File: src/rtl/booth_mult32.sv
// Sequential signed WIDTH x WIDTH radix-2 Booth multiplier.
// One iteration per clock: conditional add/sub of the multiplicand into a
// WIDTH+1 bit accumulator, then a 1-bit arithmetic right shift of {hi,lo,q_1}.
// Returns the low WIDTH bits of the product and flags signed overflow.
//
// Handshake: ctrl_start is sampled on every rising edge (no ready back);
// a sampled start in any state loads fresh operands. data_resultRDY is a
// one-cycle valid pulse for data_result/data_exception, which then hold
// until the next completion or reset. busy is high only while iterating.
module booth_mult32 #(
  parameter int WIDTH = 32
) (
  input  logic             clock,
  input  logic             reset,
  input  logic             ctrl_start,
  input  logic [WIDTH-1:0] data_operandA,
  input  logic [WIDTH-1:0] data_operandB,
  output logic [WIDTH-1:0] data_result,
  output logic             data_exception,
  output logic             data_resultRDY,
  output logic             busy
);

  typedef enum logic [1:0] {IDLE, RUN, DONE} state_t;

  localparam int CW = $clog2(WIDTH) + 1;
  localparam logic [CW-1:0] LAST = CW'(WIDTH - 1);

  state_t           state;
  state_t           state_next;
  logic [CW-1:0]    count;
  logic [WIDTH:0]   m;        // sign-extended multiplicand
  logic [WIDTH:0]   hi;       // accumulator, one guard bit so add/sub never wraps
  logic [WIDTH-1:0] lo;       // multiplier, shifted out as product bits shift in
  logic             q_1;
  logic [WIDTH:0]   sum;
  logic [WIDTH:0]   hi_next;
  logic [WIDTH-1:0] lo_next;
  logic             last_iter;

  assign last_iter      = (state == RUN) && (count == LAST);
  assign data_resultRDY = (state == DONE);
  assign busy           = (state == RUN);

  // Booth step: decode {lo[0],q_1}, add/sub, then arithmetic shift right by one
  always_comb begin
    sum = hi;
    case ({lo[0], q_1})
      2'b01:   sum = hi + m;
      2'b10:   sum = hi - m;
      default: sum = hi;
    endcase
    hi_next = {sum[WIDTH], sum[WIDTH:1]};
    lo_next = {sum[0], lo[WIDTH-1:1]};
  end

  // State register
  always_ff @(posedge clock) begin
    if (reset) state <= IDLE;
    else       state <= state_next;
  end

  // Next-state logic; a start restarts the operation from any state
  always_comb begin
    state_next = state;
    if (ctrl_start) begin
      state_next = RUN;
    end else begin
      case (state)
        IDLE:    state_next = IDLE;
        RUN:     state_next = last_iter ? DONE : RUN;
        DONE:    state_next = IDLE;
        default: state_next = IDLE;
      endcase
    end
  end

  // Datapath: operand load, iteration, and result capture on the final step
  always_ff @(posedge clock) begin
    if (reset) begin
      count          <= '0;
      m              <= '0;
      hi             <= '0;
      lo             <= '0;
      q_1            <= 1'b0;
      data_result    <= '0;
      data_exception <= 1'b0;
    end else if (ctrl_start) begin
      count <= '0;
      m     <= {data_operandA[WIDTH-1], data_operandA};
      hi    <= '0;
      lo    <= data_operandB;
      q_1   <= 1'b0;
    end else if (state == RUN) begin
      hi    <= hi_next;
      lo    <= lo_next;
      q_1   <= lo[0];
      count <= count + 1'b1;
      if (last_iter) begin
        data_result    <= lo_next;
        // overflow when the upper half is not a pure sign extension of the low half
        data_exception <= (hi_next[WIDTH-1:0] != {WIDTH{lo_next[WIDTH-1]}});
      end
    end
  end

endmodule

File: config.mk
export PLATFORM = sky130hd
export DESIGN_NAME = booth_mult32
export DESIGN_NICKNAME = d
export VERILOG_FILES = /design/src/rtl/booth_mult32.sv
export SDC_FILE = /design/constraint.sdc
export NUM_CORES = 1
export LEC_CHECK = 0
export CAP_MARGIN = 40
export CORE_MARGIN = 4
export CORE_UTILIZATION = 40
export DETAILED_ROUTE_END_ITERATION = 8
export HOLD_SLACK_MARGIN = 0.06
export PLACE_DENSITY_LB_ADDON = 0.15
export SYNTH_ARGS = -nofsm -noshare
export SYNTH_HDL_FRONTEND = slang
export SYNTH_SLANG_ARGS = --single-unit
File: constraint.sdc
create_clock -name clock -period 4.2 [get_ports clock]
set_clock_uncertainty 0.05 [all_clocks]
set_input_delay 0.84 -clock clock [delete_from_list [all_inputs] [get_ports clock]]
set_output_delay 0.84 -clock clock [all_outputs]
set_load 0.01 [all_outputs]
==> results of run 1 <==
## tightest hold or removal path, stage by stage (launching register included)
cell     delay (ns)
dfxtp_1        0.31
nand2_1        0.05
a21oi_1        0.05
## layout by cell type, fill, tap and decap left out, types with 16 or more instances in the layout
master,instances
inv_1,20
clkdlybuf4s50_1,99
xnor2_1,45
nand2_1,179
a211oi_1,16
clkbuf_16,17
nor3_1,24
a21o_1,17
a21oi_1,145
ha_1,35
buf_4,137
dfxtp_1,137
nor2_1,154
mux2i_1,42
o21ai_0,20
## layout make-up
class	instances	area (um2)	share of cell area, %
Clock inverter	15	225.2	2.010
Multi-Input combinational cell	856	5308	47.37
Sequential cell	138	2764	24.67
Clock buffer	17	425.4	3.797
Tap cell	270	337.8	3.015
Inverter	22	82.58	0.7370
Timing Repair Buffer	239	2062	18.40
## power by group through the flow
stage	logic, uW	clock network, uW	registers [uW]
after global placement	927	0	1420
after floorplan	562	0	1420
final	981	1680	1400
after CTS	944	1720	1400
after detailed placement	932	0	1420
after global routing	1080	1780	1400
## through the flow
step	TNS, ns	setup slack, ns	total power, uW
2_1_floorplan	0	0.03235	1982
3_3_place_gp	-0.2161	-0.2161	2352
3_5_place_dp	-0.2853	-0.2853	2357
4_1_cts	-0.1513	-0.1513	4059
5_1_grt	-0.4964	-0.3321	4259
6_report	-0.1300	-0.1300	4057
## cell families (layout without fill, tap and decap cells)
logic type / Yosys count / count (layout) / synth area share [%]
compound gates: 276 / 276 / 21.43
xor+xnor: 56 / 56 / 6.005
simple gates: 442 / 442 / 23.25
fa+ha+maj: 36 / 36 / 5.607
flops: 138 / 138 / 33.82
buf+inv: 83 / 293 / 4.059
mux: 46 / 46 / 5.821
## sequential cells by signal, indices dropped and copies added (netlist names)
name            flops
hi                 32
lo                 32
data_result        32
state               2
q_1                 1
count               6
data_exception      1
m                  32
## metal layers
layer  global-route usage (%)  wire length [um]  vias to the layer above
met4                    5.440               409                        0
met1                    27.99             10890                     3659
met5                        0                 0                        -
met3                    4.039               985                       34
met2                    32.73             10720                      170
li1                         -                 -                     4150
## path summary, 6_finish.rpt
kind	slack, ns	cells past startpoint	endpoint
max	-0.13	18	data_exception
max reg2reg	-0.13	18	data_exception
min reg2reg	0.40	2	data_result[19]
min	0.40	2	data_result[19]
## repair_timing
item                       in CTS  in global routing
setup endpoints to repair       1                  5
pin swaps                       6                 20
hold buffers                    0                  0
setup buffers                   1                  6
gates resized for setup        11                 34
==> results.json, run 1 <==
{
  "synth_commonest_cells": "nand2_1 (181), nor2_1 (156), a21oi_1 (148)",
  "period_needed_ns": 4.330,
  "place_area_um2": 10300,
  "powerDensity_nw_per_um2": 362.1,
  "worst_slack_ns": -0.1300,
  "design_area_um2": 11200,
  "cts.path.max_buffers": 2,
  "cts_root_buffer": "clkbuf_16",
  "synthDistinctLibCells": 74,
  "row_count": 52,
  "critPathLaunchType": "flop",
  "synthesis.area_um2": 8168,
  "drc": 0,
  "worst-path-buf-inv": 3,
  "coreArea_um2": 20170,
  "required_ns": 4.44,
  "synth_area_leader_cell": "dfxtp_1",
  "diodes": 0,
  "failed_checks": "setup timing",
  "ys_seq_elements": 138,
  "vias_per_cell": 5.146,
  "post-route-period-util_pct": 103.1,
  "synth_edf_count": 0,
  "rsz0062_at_grt": "true",
  "leakage_uw": 0.004485,
  "p_int_uw": 2864,
  "slew_headroom_pct": 40.90,
  "final_layout_size_suffix_gt1_share_pct": 18.34,
  "hpwl_um": 16100,
  "crit_arrival_ns": 4.57,
  "grt-ovfl-total": 0,
  "fin_hold_ws_ns": 0.4030,
  "post_drt_wl_per_cell_um": 14.78,
  "drt_iter0_drc": 547,
  "h-tree-depth": 4,
  "grt.total_usage_pct": 20.37,
  "crit_chain": "nor4_2, buf_4, and4_4, nor2b_2, buf_4, a21oi_1, xnor2_1, ha_1, nand4_1, or3b_2, o21ai_1, buf_4, mux2i_1, o22ai_2, nor4_2, mux2i_1, a2111oi_4, a31oi_1",
  "grt_start_max_net_pins": 82,
  "grt_pass1_wl_um": 37630,
  "grt_antenna_before_repair": 0,
  "power_frac_seq_pct": 34.4,
  "report.final.hold_viol_count": 0,
  "routed_wl_um": 23010,
  "die-area_um2": 22770,
  "dr.pass1.iters": 5,
  "crit_top_cell": "buf_4",
  "fin_cells": 1557,
  "crit_type": "flop to flop",
  "vias": 8013,
  "ys_top_cells_by_area": "dfxtp_1 (34%), a21oi_1 (9.1%), nand2_1 (8.3%)",
  "clkPwrFrac_pct": 41.4,
  "cap_viol_max_count": 0,
  "clk_pin_slew_worst_paths_ns": 0.07,
  "min_path_type": "flop to flop",
  "start_util_pct": 40.50,
  "syn_nets": 1180,
  "cts_tree": "yes",
  "portBuffers": 101,
  "place_inst": 1519,
  "grt_pass1_vias": 7664,
  "status": "finished with violations",
  "numCtsBuffers": 17,
  "async_flop_share_pct": 0,
  "synth_top_flop_cell": "dfxtp_1",
  "crit_start": "m[5]",
  "fin_nets": 1377,
  "seq_area_frac_synth_pct": 33.82,
  "hp-start": "data_result[19]",
  "ant_nets": 0,
  "area_delta_synth_final_pct": 37.18,
  "final_util_pct": 55.55,
  "gp_congestion": 0.9076,
  "yosys_warnings": 0,
  "power_switching_uw": 1193,
  "setup_violations": 1,
  "peakVddDrop_uv": 262.1,
  "timing.fmax_mhz": 230.9,
  "ioPinCount": 102,
  "die_h_um": 150.9,
  "synth_most_common_cell": "nand2_1",
  "p_comb_share_pct": 24.2,
  "slew_violations": 0,
  "die_w_um": 150.9,
  "worstMarginPinSlew_ns": 0.8865,
  "max_stage_delay_ns": 0.51,
  "switching_share_pct": 29.41,
  "worst_setup_path_end_kind": "flop",
  "path_delay_family": "simple AND/OR/NAND/NOR gates",
  "cts.sinks": 138,
  "clk-insertion-delay-late_ns": 0.42,
  "r2r_start": "m[5]",
  "slowest_stage": "or3b_2",
  "syn_avg_cell_area_um2": 7.584,
  "nFillCells": 1902,
  "synth_cells": 1077,
  "path_max_fanout": 5,
  "synth.top_cell.area_share_pct": 33.82
}
No activity file was read; power rests on OpenSTA's default activity.
==> inputs of run 2 (changes only) <==
--- a/config.mk
+++ b/config.mk
@@ -6,8 +6,10 @@
 export NUM_CORES = 1
 export LEC_CHECK = 0
 export CAP_MARGIN = 40
+export CELL_PAD_IN_SITES_DETAIL_PLACEMENT = 1
+export CELL_PAD_IN_SITES_GLOBAL_PLACEMENT = 2
 export CORE_MARGIN = 4
-export CORE_UTILIZATION = 40
+export CORE_UTILIZATION = 29
 export DETAILED_ROUTE_END_ITERATION = 8
 export HOLD_SLACK_MARGIN = 0.06
 export PLACE_DENSITY_LB_ADDON = 0.15
==> run 2 against run 1 <==
Against the previous run:
- the flow still finishes with violations (setup timing)
- sequential power about the same
- clock power decreased by 7%
- core utilization decreased by 14 points
- cell count increased by 8.1%
- register-to-register slack got worse by 0.03 ns
- sequential share of layout area decreased by 0.56 points
- wire length increased by 23%
- die area increased by 36%
- flip-flop and latch count unchanged
- count of clock-buffer cells in the layout increased by 1
- global-route usage decreased by 2.2 points
- largest cell class unchanged
==> results.json, run 2 (synthesized netlist as in run 1, its figures left out) <==
{
  "vias": 8218,
  "clk_pin_slew_worst_paths_ns": 0.07,
  "hold_depth": 2,
  "die-area_um2": 30910,
  "report.final.hold_viol_count": 0,
  "diodes": 0,
  "fin_cells": 1683,
  "drt_iter0_drc": 279,
  "fin_nets": 1395,
  "die_w_um": 175.8,
  "row_count": 61,
  "worst_slack_ns": -0.1633,
  "cts_root_buffer": "clkbuf_16",
  "r2r_start": "m[5]",
  "required_ns": 4.45,
  "place_inst": 1636,
  "grt_antenna_before_repair": 0,
  "switching_share_pct": 31.99,
  "clk-insertion-delay-late_ns": 0.43,
  "grt.total_usage_pct": 18.12,
  "post_drt_wl_per_cell_um": 16.83,
  "rrSetupSlack_ns": -0.16,
  "final.setup.tns_ns": -0.1633,
  "failed_checks": "setup timing",
  "grt_pass1_wl_um": 45300,
  "cap_viol_max_count": 0,
  "gp_congestion": 0.8455,
  "powerDensity_nw_per_um2": 348.0,
  "routed_wl_um": 28330,
  "p_int_uw": 2716,
  "post-route-period-util_pct": 103.9,
  "grt-ovfl-total": 0,
  "vias_per_cell": 4.883,
  "grt_start_max_net_pins": 58,
  "power_frac_seq_pct": 35.0,
  "coreArea_um2": 27780,
  "worst_setup_path_end_kind": "flop",
  "final_cell_mix": "nand2_1 (180), nor2_1 (154), buf_4 (153)",
  "final_util_pct": 41.31,
  "period_needed_ns": 4.363,
  "die_h_um": 175.8,
  "portBuffers": 101,
  "leakage_uw": 0.004552,
  "numCtsBuffers": 17,
  "slew_headroom_pct": 49.38,
  "min_path_type": "flop to flop",
  "clkPwrFrac_pct": 39.2,
  "reg2reg_to": "data_exception",
  "cts_tree": "yes",
  "cts.path.max_buffers": 2,
  "slew_violations": 0,
  "start_util_pct": 29.40,
  "rsz0062_at_grt": "true",
  "crit_arrival_ns": 4.61,
  "r2r_cells": 18,
  "power_switching_uw": 1278,
  "dr.pass1.iters": 4,
  "ant_nets": 0,
  "timing.fmax_mhz": 229.2,
  "final_common_cell": "nand2_1",
  "status": "finished with violations",
  "grt_pass1_vias": 8500,
  "hp-start": "data_result[5]",
  "h-tree-depth": 4,
  "hpwl_um": 19940,
  "ioPinCount": 102,
  "nFillCells": 3421,
  "whs_endpoint": "data_result[5]",
  "cts.sinks": 138,
  "final_layout_size_suffix_gt1_share_pct": 20.08,
  "drc": 0,
  "p_comb_share_pct": 25.8,
  "path_max_fanout": 4,
  "peakVddDrop_uv": 261.1,
  "area_delta_synth_final_pct": 40.50,
  "worstMarginPinSlew_ns": 0.7594,
  "critPathLaunchType": "flop",
  "crit_type": "flop to flop",
  "fin_total_pwr_uw": 3994,
  "setup_violations": 1
}
-- run 2: cell types whose count changed in the layout (fill, tap and decap cells not counted), sizes merged --
cell,before,now
buf,140,158
bufinv,4,1
clkbuf,17,18
clkinvlp,1,3
-- run 2: final cells by class --
type,count,area [um2],share of cell area (%)
Clock buffer,18,439.2,3.827
Clock inverter,14,150.1,1.308
Inverter,22,82.58,0.7196
Multi-Input combinational cell,856,5351,46.63
Sequential cell,138,2766,24.11
Tap cell,378,473.0,4.121
Timing Repair Buffer,257,2213,19.29
-- run 2: critical path, stage by stage (launching register included) --
cell	delay, ns
dfxtp_2	0.34
nor4_4	0.34
and2_4	0.21
buf_6	0.09
a21oi_2	0.04
xnor2_1	0.12
ha_1	0.34
buf_6	0.14
and3_4	0.15
a221o_1	0.33
a221oi_2	0.29
o21a_1	0.25
o21a_2	0.21
nand2_1	0.09
xnor2_2	0.15
o21ai_2	0.08
or4_4	0.57
a2111oi_4	0.31
a31oi_1	0.12
-- run 2: routing by layer --
| layer | vias to the layer above | track usage, % | wire, um |
|---|---|---|---|
| met2 | 81 | 32.12 | 14010 |
| met5 | - | 0 | 0 |
| met4 | 0 | 3.639 | 213 |
| met3 | 19 | 2.626 | 702 |
| li1 | 4186 | - | - |
| met1 | 3932 | 23.54 | 13400 |
-- run 2: per-stage QoR --
| stage | cell area [um2] | setup WS [ns] | hold WS (ns) |
|---|---|---|---|
| after global placement | 10500 | -0.2936 | 0.3928 |
| after floorplan | 8195 | 0.03235 | 0.3863 |
| final | 11480 | -0.1633 | 0.4035 |
| after detailed placement | 10520 | -0.3719 | 0.3971 |
| after CTS | 11290 | -0.2726 | 0.4078 |
| after global routing | 11480 | -0.3888 | 0.4235 |
-- run 2: worst max path at each step --
stage	slack [ns]	cells after the start	end	from
detailed placement	-0.37	18	data_exception	m[5]
global placement	-0.29	18	data_exception	m[9]
CTS	-0.27	19	data_exception	m[4]
floorplan	0.03	19	data_exception	m[2]
finish	-0.16	18	data_exception	m[5]
global route	-0.39	20	data_exception	m[5]
-- run 2: repair_timing --
action	CTS	global route
gates resized for setup	28	31
endpoints found under the setup margin	3	6
pin swaps	21	38
setup buffers	7	10
hold buffers	0	0
-- run 2: power groups by stage --
stage | registers (uW) | clock network (uW) | logic [uW]
6_report | 1400 | 1560 | 1030
2_1_floorplan | 1420 | 0 | 562
5_1_grt | 1410 | 1670 | 1130
3_5_place_dp | 1430 | 0 | 966
4_1_cts | 1400 | 1620 | 1010
3_3_place_gp | 1430 | 0 | 953
